--- src/rtl/alu_share_arbiter_pkg.sv ---
`default_nettype none
// =============================================================================
//  Module   : alu_share_arbiter_pkg
//  Brief    : FSM state encoding and ALUOp codes shared by the arbiter and bench
//  Revision : 1.0  initial release
// =============================================================================
package alu_share_arbiter_pkg;

    typedef enum logic [1:0] {
        S_IDLE = 2'd0,
        S_EXEC = 2'd1,
        S_RESP = 2'd2
    } state_t;

    localparam logic [4:0] c_aluop_nop   = 5'd0;
    localparam logic [4:0] c_aluop_add   = 5'd1;
    localparam logic [4:0] c_aluop_sub   = 5'd2;
    localparam logic [4:0] c_aluop_and   = 5'd3;
    localparam logic [4:0] c_aluop_or    = 5'd4;
    localparam logic [4:0] c_aluop_xor   = 5'd5;
    localparam logic [4:0] c_aluop_auipc = 5'd6;

endpackage
`default_nettype wire

--- src/rtl/alu_share_arbiter_rr_pick.sv ---
`default_nettype none
// =============================================================================
//  Module   : alu_share_arbiter_rr_pick
//  Brief    : Combinational rotating picker: first request at or after ptr wins
//  Revision : 1.0  initial release
// =============================================================================
module alu_share_arbiter_rr_pick #(
    parameter  int NREQ = 2,
    localparam int PW   = (NREQ > 1) ? $clog2(NREQ) : 1
) (
    input  logic [NREQ-1:0] i_req,
    input  logic [PW-1:0]   i_ptr,
    output logic [NREQ-1:0] o_grant,
    output logic [PW-1:0]   o_grant_idx,
    output logic            o_any
);

    logic [NREQ-1:0] w_rot;
    logic [PW:0]     w_sum;

    // w_rot[k] is request (ptr + k) mod NREQ
    assign w_rot = NREQ'({i_req, i_req} >> i_ptr);

    always_comb begin
        w_sum = '0;
        o_any = 1'b0;
        for (int i = NREQ - 1; i >= 0; i--) begin
            if (w_rot[i]) begin
                w_sum = {1'b0, i_ptr} + (PW+1)'(i);
                o_any = 1'b1;
            end
        end
        if (w_sum >= (PW+1)'(NREQ)) begin
            w_sum = w_sum - (PW+1)'(NREQ);
        end
    end

    assign o_grant_idx = w_sum[PW-1:0];

    always_comb begin
        o_grant = '0;
        for (int i = 0; i < NREQ; i++) begin
            o_grant[i] = o_any && (o_grant_idx == PW'(i));
        end
    end

endmodule
`default_nettype wire

--- src/rtl/alu_share_arbiter.sv ---
`default_nettype none
// =============================================================================
//  Module   : alu_share_arbiter
//  Brief    : Shares one combinational ALU between NREQ valid/ready requesters.
//             Define ALU_ARB_FIXED_PRIO_EN for fixed lowest-index priority.
//  Revision : 1.0  initial release
// =============================================================================
module alu_share_arbiter
    import alu_share_arbiter_pkg::*;
#(
    parameter int NREQ = 2,
    parameter int XLEN = 32,
    parameter int OPW  = 5
) (
    input  logic                 clk,
    input  logic                 rst,
    input  logic [NREQ-1:0]      req_valid,
    output logic [NREQ-1:0]      req_ready,
    input  logic [NREQ*XLEN-1:0] req_a,
    input  logic [NREQ*XLEN-1:0] req_b,
    input  logic [NREQ*OPW-1:0]  req_op,
    input  logic [NREQ*XLEN-1:0] req_pc,
    output logic [NREQ-1:0]      rsp_valid,
    input  logic [NREQ-1:0]      rsp_ready,
    output logic [XLEN-1:0]      rsp_c,
    output logic                 rsp_zero,
    output logic [XLEN-1:0]      alu_a,
    output logic [XLEN-1:0]      alu_b,
    output logic [XLEN-1:0]      alu_pc,
    output logic [OPW-1:0]       alu_op,
    input  logic [XLEN-1:0]      alu_c,
    input  logic                 alu_zero
);

    localparam int PW = (NREQ > 1) ? $clog2(NREQ) : 1;

    state_t          r_state;
    logic [XLEN-1:0] r_a, r_b, r_pc, r_rsp_c;
    logic [OPW-1:0]  r_op;
    logic [NREQ-1:0] r_gnt, r_rsp_valid;
    logic            r_rsp_zero;

    logic [PW-1:0]   w_ptr, w_gnt_idx;
    logic [NREQ-1:0] w_gnt;
    logic            w_any;
    logic [XLEN-1:0] w_sel_a, w_sel_b, w_sel_pc;
    logic [OPW-1:0]  w_sel_op;

    alu_share_arbiter_rr_pick #(.NREQ(NREQ)) u_pick (
        .i_req       (req_valid),
        .i_ptr       (w_ptr),
        .o_grant     (w_gnt),
        .o_grant_idx (w_gnt_idx),
        .o_any       (w_any)
    );

`ifdef ALU_ARB_FIXED_PRIO_EN
    assign w_ptr = '0;
`else
    logic [PW-1:0] r_ptr;

    always_ff @(posedge clk) begin
        if (rst) begin
            r_ptr <= '0;
        end else if (r_state == S_IDLE && w_any) begin
            r_ptr <= (w_gnt_idx == PW'(NREQ - 1)) ? '0 : w_gnt_idx + PW'(1);
        end
    end

    assign w_ptr = r_ptr;
`endif

    always_comb begin
        w_sel_a  = '0;
        w_sel_b  = '0;
        w_sel_pc = '0;
        w_sel_op = '0;
        for (int i = 0; i < NREQ; i++) begin
            if (w_gnt[i]) begin
                w_sel_a  = req_a[i*XLEN +: XLEN];
                w_sel_b  = req_b[i*XLEN +: XLEN];
                w_sel_pc = req_pc[i*XLEN +: XLEN];
                w_sel_op = req_op[i*OPW +: OPW];
            end
        end
    end

    always_ff @(posedge clk) begin
        if (rst) begin
            r_state     <= S_IDLE;
            r_a         <= '0;
            r_b         <= '0;
            r_pc        <= '0;
            r_op        <= '0;
            r_gnt       <= '0;
            r_rsp_valid <= '0;
            r_rsp_c     <= '0;
            r_rsp_zero  <= 1'b0;
        end else begin
            case (r_state)
                S_IDLE: begin
                    if (w_any) begin
                        r_a     <= w_sel_a;
                        r_b     <= w_sel_b;
                        r_pc    <= w_sel_pc;
                        r_op    <= w_sel_op;
                        r_gnt   <= w_gnt;
                        r_state <= S_EXEC;
                    end
                end
                S_EXEC: begin
                    r_rsp_c     <= alu_c;
                    r_rsp_zero  <= alu_zero;
                    r_rsp_valid <= r_gnt;
                    r_state     <= S_RESP;
                end
                S_RESP: begin
                    // only the owner's ready bit completes the handshake
                    if (|(rsp_ready & r_rsp_valid)) begin
                        r_rsp_valid <= '0;
                        r_state     <= S_IDLE;
                    end
                end
                default: r_state <= S_IDLE;
            endcase
        end
    end

    assign req_ready = (r_state == S_IDLE && !rst) ? w_gnt : '0;
    assign rsp_valid = r_rsp_valid;
    assign rsp_c     = r_rsp_c;
    assign rsp_zero  = r_rsp_zero;

    // operand registers only move on accept, so the alu sees stable inputs
    assign alu_a  = r_a;
    assign alu_b  = r_b;
    assign alu_pc = r_pc;
    assign alu_op = r_op;

endmodule
`default_nettype wire

--- config.mk ---
export PLATFORM = sky130hd
export DESIGN_NAME = alu_share_arbiter
export DESIGN_NICKNAME = d
export VERILOG_FILES = /design/src/rtl/alu_share_arbiter_pkg.sv /design/src/rtl/alu_share_arbiter_rr_pick.sv /design/src/rtl/alu_share_arbiter.sv
export SDC_FILE = /design/constraint.sdc
export NUM_CORES = 1
export LEC_CHECK = 0
export ABC_AREA = 1
export BUFFER_PORTS_ARGS = -buffer_cell sky130_fd_sc_hd__buf_2
export CORE_ASPECT_RATIO = 0.75
export CORE_MARGIN = 2
export CORE_UTILIZATION = 30
export DETAILED_ROUTE_END_ITERATION = 10
export GPL_TIMING_DRIVEN = 0
export PLACE_DENSITY_LB_ADDON = 0.12
export SETUP_SLACK_MARGIN = 0.05
export SLEW_MARGIN = 10
export SYNTH_ARGS = -nofsm -noshare
export SYNTH_HDL_FRONTEND = slang
export SYNTH_SLANG_ARGS = --single-unit
--- constraint.sdc ---
create_clock -name clk -period 1.7 [get_ports clk]
set_input_delay 0.34 -clock clk [delete_from_list [all_inputs] [get_ports clk]]
set_output_delay 0.34 -clock clk [all_outputs]
set_load 0.02 [all_outputs]
* Word-level counts from Yosys, hierarchy flattened *
Index checks and enable logic that the tools add are counted.

storage, ports and cells
  bits in registers = 141
  input port bits = 241
  output and inout port bits = 138
  word-level logic and storage cells = 51

operators by class
  add/sub/neg operators = 3
  $lt $le $gt $ge = 1
  equal/unequal tests = 4
  shift-type cells = 1
  multiplexer cells = 19
  bitwise gates (word level) = 2
  reduce and logical (&&, ||, !) cells = 11

operators with widths
  cell                                                              number
  32-bit 2-to-1 mux                                                 6
  2-bit 2-to-1 mux                                                  5
  5-bit 2-to-1 mux                                                  2
  2-bit case mux with 3 select lines                                1
  2-bit AND reduction                                               3
  1-bit logical AND                                                 4
  1-bit 2-to-1 mux                                                  4
  2-bit case mux with 2 select lines                                1
  4-bit by 1-bit right shift with 2-bit output                      1
  1-bit by 1-bit adder with 2-bit output (second input constant)    1
  2-bit bitwise AND                                                 1
  2-bit by 1-bit == test with 1-bit output (second input constant)  1
  2-bit == test (second input constant)                             1
  2-bit greater-or-equal comparator (second input constant)         1
  2-bit logical NOT                                                 1
  2-bit by 1-bit != test with 1-bit output (second input constant)  1
  2-bit != test (second input constant)                             1
  2-bit nonzero test                                                1
  2-bit OR reduction                                                1
  1-bit adder (second input constant)                               1
  1-bit logical NOT                                                 1
  1-bit NOT                                                         1
  1-bit subtractor (second input constant)                          1

* Depth between registers and ports, before layout *
  depth after elaboration = 9
  depth in mapped cells = 9
  mapped depth without buffers = 7

* Cells and area by module *
A second synthesis with hierarchy kept.

second synthesis, totals
  cell total of the unflattened synthesis = 965
  area, all modules = 6352.3 um^2

by module, submodules not included
  module                     times used  cells each  area an instance (um^2)  sequential area each (um^2)
  alu_share_arbiter          1           958         6322.3                   2822.7
  alu_share_arbiter_rr_pick  1           7           30.0                     0.0

* Worst setup path after synthesis *
OpenSTA, ideal clock, no wires.

  kind = input-to-output
  start point = input req_valid[1]
  end point = output req_ready[0]
  arrival time = 1.291 ns
  required time = 1.360 ns
  setup slack = 0.069 ns
  cell stages on the path = 6
  path buffers = 2
  cell sequence = buf_2 -> nor2_4 -> nor2_4 -> nand2_1 -> buf_2 -> a21oi_1

between the ends
  word-level cells in the longest chain between the ends = 8
  elaborated cells on any way between the ends = 11
  those cells by class = add/sub (1); order compare (1); shift (1); mux (6); bitwise (1); reduce/logical (1)

ends and longest elaborated chain
  what                                                                          line                                                              text
  start: declaration                                                            alu_share_arbiter.sv:17                                           input logic [NREQ-1:0] req_valid,
  4-bit by 1-bit right shift with 2-bit output *                                alu_share_arbiter_rr_pick.sv:22                                   assign w_rot = NREQ'({i_req, i_req} >> i_ptr);
  2-bit 2-to-1 mux (2 in a row)                                                 alu_share_arbiter_rr_pick.sv:28                                   if (w_rot[i]) begin
  2-bit greater-or-equal comparator / 1-bit subtractor (equally long branches)  alu_share_arbiter_rr_pick.sv:33, alu_share_arbiter_rr_pick.sv:34
  1-bit 2-to-1 mux                                                              alu_share_arbiter_rr_pick.sv:33                                   if (w_sum >= (PW+1)'(NREQ)) begin
  1-bit NOT                                                                     alu_share_arbiter_rr_pick.sv:43                                   o_grant[i] = o_any && (o_grant_idx == PW'(i));
  1-bit logical AND *                                                           alu_share_arbiter_rr_pick.sv:43
  2-bit 2-to-1 mux *                                                            alu_share_arbiter.sv:129                                          assign req_ready = (r_state == S_IDLE && !rst) ? w_gnt : '0;
  end: declaration                                                              alu_share_arbiter.sv:18                                           output logic [NREQ-1:0] req_ready,

Every way passes the cells marked *; elsewhere a longest branch is shown, timed or not.

* Worst setup path in the final report *
  start point = register r_ptr
  end point = output req_ready[1]

between the ends
  word-level cells in the longest chain between the ends = 7
  elaborated cells on any way between the ends = 11
  those cells by class = add/sub (2); order compare (1); shift (1); mux (6); reduce/logical (1)

ends and longest elaborated chain
  what                                                                                                           line                                                              text
  start: declaration                                                                                             alu_share_arbiter.sv:60                                           logic [PW-1:0] r_ptr;
  start signal: assignment                                                                                       alu_share_arbiter.sv:66                                           r_ptr <= (w_gnt_idx == PW'(NREQ - 1)) ? '0 : w_gnt_idx + PW'(1);
  1-bit by 1-bit adder with 2-bit output / 4-bit by 1-bit right shift with 2-bit output (equally long branches)  alu_share_arbiter_rr_pick.sv:29, alu_share_arbiter_rr_pick.sv:22
  2-bit 2-to-1 mux (2 in a row)                                                                                  alu_share_arbiter_rr_pick.sv:28
  2-bit greater-or-equal comparator / 1-bit subtractor (equally long branches)                                   alu_share_arbiter_rr_pick.sv:33, alu_share_arbiter_rr_pick.sv:34
  1-bit 2-to-1 mux                                                                                               alu_share_arbiter_rr_pick.sv:33
  1-bit logical AND *                                                                                            alu_share_arbiter_rr_pick.sv:43
  2-bit 2-to-1 mux *                                                                                             alu_share_arbiter.sv:129

Marks and branches as above.

==> key figures <==
Cells and area
  – Area growth from synthesis to layout: 45.09%
  – Layout cell share with drive strength beyond 1: 33.33%
  – N_diodes: 0
  – FILL cells: 2392
  – Nets: 1710

GRT
  – Initial antenna violation count: 0
  – Tot GR Track Use: around 21%
  – First-pass GRT wire length: a little under 40000 um
  – Total gr overflow: 0
  – Pin count of the biggest net entering global routing: 20
  – Vias in the first global route: about 7400

Logic synthesis
  – Post-synthesis mux area share: 0%
  – Asr flop ratio synth: 0%
  – #FFs+latches synth: around 140
  – XOR/XNOR share of the synthesized area: 0%
  – Cell with the most instances after synthesis: nand2_1
  – Area leader, netlist: dfxtp_1
  – Main combinational cell family by area after synthesis: simple AND/OR/NAND/NOR gates
  – Syn Nets: between 1000 and 1500
  – Synth cell types: 15
  – Sequential element share of the synthesized area: approximately two fifths
  – Number of synthesized flops with an enable pin: 0
  – Post-Synth Simple-Gate Area: between 40 and 50%
  – Dominant register cell in the synthesized netlist: dfxtp_1
  – Adder-Cell Fraction of Synth Area: 0%
  – Synth top area share: between 40% and 50%
  – Syn_area_per_cell: 6.347 sq um
  – Synth cell count leaders: nand2_1 (312), nand3_1 (206), nor2_1 (174)
  – Mapped Cells: 1063
  – Area contributors post-synth: dfxtp_1 (42%), nand2_1 (17%), nand3_1 (15%), nor2_1 (9.7%), inv_1 (5.9%)
  – Post-Syn Area: 6746 sq um
  – Compound-Gate Fraction of Synth Area: under 10%
  – Yosys Warn Count: 0

Clock tree
  – Clk slew on worst S/H paths: 0.07 ns
  – CTS Buf Count: 17
  – Clk root buf: clkbuf_16
  – Clock Path Buffers: 2
  – Clock sink total: 141
  – Htree depth: 4
  – Clk_lat worst skew: approximately 0.42 ns
  – CTS tree: yes

STA
  – Max Slew Vio Count: 0
  – Final setup fails: 0
  – Worst Tran Pin Value: 0.5115 ns
  – Crit share post-route: 99.70%
  – Max transition margin: 65.90%
  – Post-layout min period: 1.695 ns
  – Maximum clock rate: 590.0 MHz
  – Unrepaired setup endpoints after global routing: yes
  – Setup TNS: 0 ns
  – Clock Skew: 0.009064 ns
  – Final Hold Vio Count: 0

Die
  – Chip height: 133.9 um
  – X dimension of the die: ~180 um
  – Ports: 379
  – Core area: approximately 22000 sq um
  – Die area: 23720 sq um
  – Initial Util: 30.59%
  – # rows: 47

Placement
  – Buffers on Ports: 377
  – RD Place Congestion: 0.8577
  – Dpl hpwl: a little under 20000 um

Setup path
  – Critical Path End Type: output pin
  – CP Class: reg -> out
  – CP Max Fanout: 8
  – Arrival @ worst endpoint: 1.35 ns
  – Crit path from: r_ptr$_SDFFE_PP0P_
  – CP Data Required Time: 1.36 ns
  – Crit path launch type: register
  – Worst R2R Start: r_state[0]$_SDFFE_PP0P_

Drt
  – Initial drt markers: approximately 370
  – Metal3 WL: 2051 um
  – Met2 wire len: about 11000 um
  – Total iterations of the first detailed-routing run: 5
  – Routed wire length: 25090 um
  – M1 WL: 11410 um
  – DR top layer: met4
  – Via density: 4.433
  – WL/cell: 14.13 um
  – Via count: 7873
  – Final ANT Viol Nets: 0
  – Remaining DRCs: 0

Pwr
  – Maximum VDD drop: between 600 and 700 uV
  – Pleak: around 5.8 nW
  – Pwr Density: between 1000 and 1500 nW/um^2
  – Comb pwr share: between 20% and 30%
  – Net Switching: 3.929 mW
  – Clk network pwr share: between 30 and 40%
  – Pwr Total: about 11 mW
  – Seq pwr share: 35.9%
  – Pint: 7.172 mW
  – Switching Share: between 30% and 40%

Worst hold path
  – Worst Hold Class: in -> reg
  – Hold path startpoint: alu_c[2]

Job
  – Maxcap violations: 0

Run status
  – Status: complete, no violations
cell families after synthesis:
logic type	Yosys count
and+or+nand+nor	695
buffers and inverters	186
DFF	141
AOI/OAI and AO/OA	41
sequential cells by signal, summed over array words and instances (netlist names):
register   count
alu_a         32
alu_b         32
alu_op         5
alu_pc        32
r_gnt          2
r_ptr          1
r_state        2
rsp_c         32
rsp_valid      2
rsp_zero       1
stage by stage:
stage	setup slack (ns)	instances	utilization (%)	hold WS, ns	area (sq um)
6_report	0.005170	1776	44.39	0.1409	9788
5_1_grt	-0.09070	1776	44.39	0.1266	9788
2_1_floorplan	0.06945	1063	-	0.4389	6746
4_1_cts	-0.1203	1773	44.18	0.1238	9742
3_3_place_gp	-0.2466	1734	40.82	0.4514	9001
3_5_place_dp	-0.2555	1734	40.82	0.4575	9001
worst paths after layout:
| kind | endpoint | slack [ns] | cells after the start |
|---|---|---|---|
| setup reg to reg | rsp_c[29]$_SDFFE_PP0P_ | 0.24 | 8 |
| setup / recovery | req_ready[1] | 0.005 | 6 |
| hold / removal | rsp_c[2]$_SDFFE_PP0P_ | 0.14 | 3 |
| hold reg to reg | rsp_valid[1]$_SDFFE_PP0P_ | 0.46 | 2 |
worst max-delay path, cell delays in order, from the launching register on:
cell,delay [ns]
dfxtp_4,0.37
inv_2,0.05
nand2_4,0.09
buf_8,0.14
nand3_4,0.07
nor2_4,0.10
buf_6,0.12
repair_timing:
action	4_1_cts	5_1_grt
endpoints found under the hold margin	0	0
pin swaps	2	2
gates resized for setup	24	13
hold buffers	0	0
setup buffers	8	5
setup endpoints to repair	72	2
placed cells by master, fill, tap and decap left out, drive strengths merged:
| cell | Yosys | final |
|---|---|---|
| nand3 | 206 | 206 |
| clkinvlp | 0 | 2 |
| clkinv | 0 | 2 |
| a21oi | 6 | 6 |
| bufinv | 0 | 2 |
| inv | 109 | 118 |
| clkbuf | 24 | 40 |
| dfxtp | 141 | 141 |
| nand2 | 312 | 312 |
| buf | 53 | 441 |
| o21ai | 34 | 34 |
| nor2 | 177 | 177 |
| a21boi | 1 | 1 |
layout make-up:
class	count	area (sq um)	area share [%]
tap	294	367.9	3.758
clock buffer	17	425.4	4.346
timing repair buffer	390	1993	20.36
inverter	109	409.1	4.180
sequential	141	2829	28.90
multi-input combinational	736	3147	32.15
clock inverter	15	193.9	1.981
buffer	74	422.9	4.321
per-layer routing:
| metal | up-vias | global-route usage [%] |
|---|---|---|
| met2 | 280 | 33.59 |
| met5 | - | 0 |
| met3 | 20 | 5.952 |
| met4 | 0 | 5.005 |
| li1 | 4104 | - |
| met1 | 3469 | 26.93 |
power by group through the flow:
stage,Clock (mW),Sequential (mW),Combinational [mW]
floorplan,0,4.59,1.36
global placement,0,4.04,3.11
detailed placement,0,4.05,3.11
CTS,4.05,3.98,3.18
global route,4.20,4.04,3.55
finish,3.95,3.98,3.17
Power figures use the tool's default switching activity.
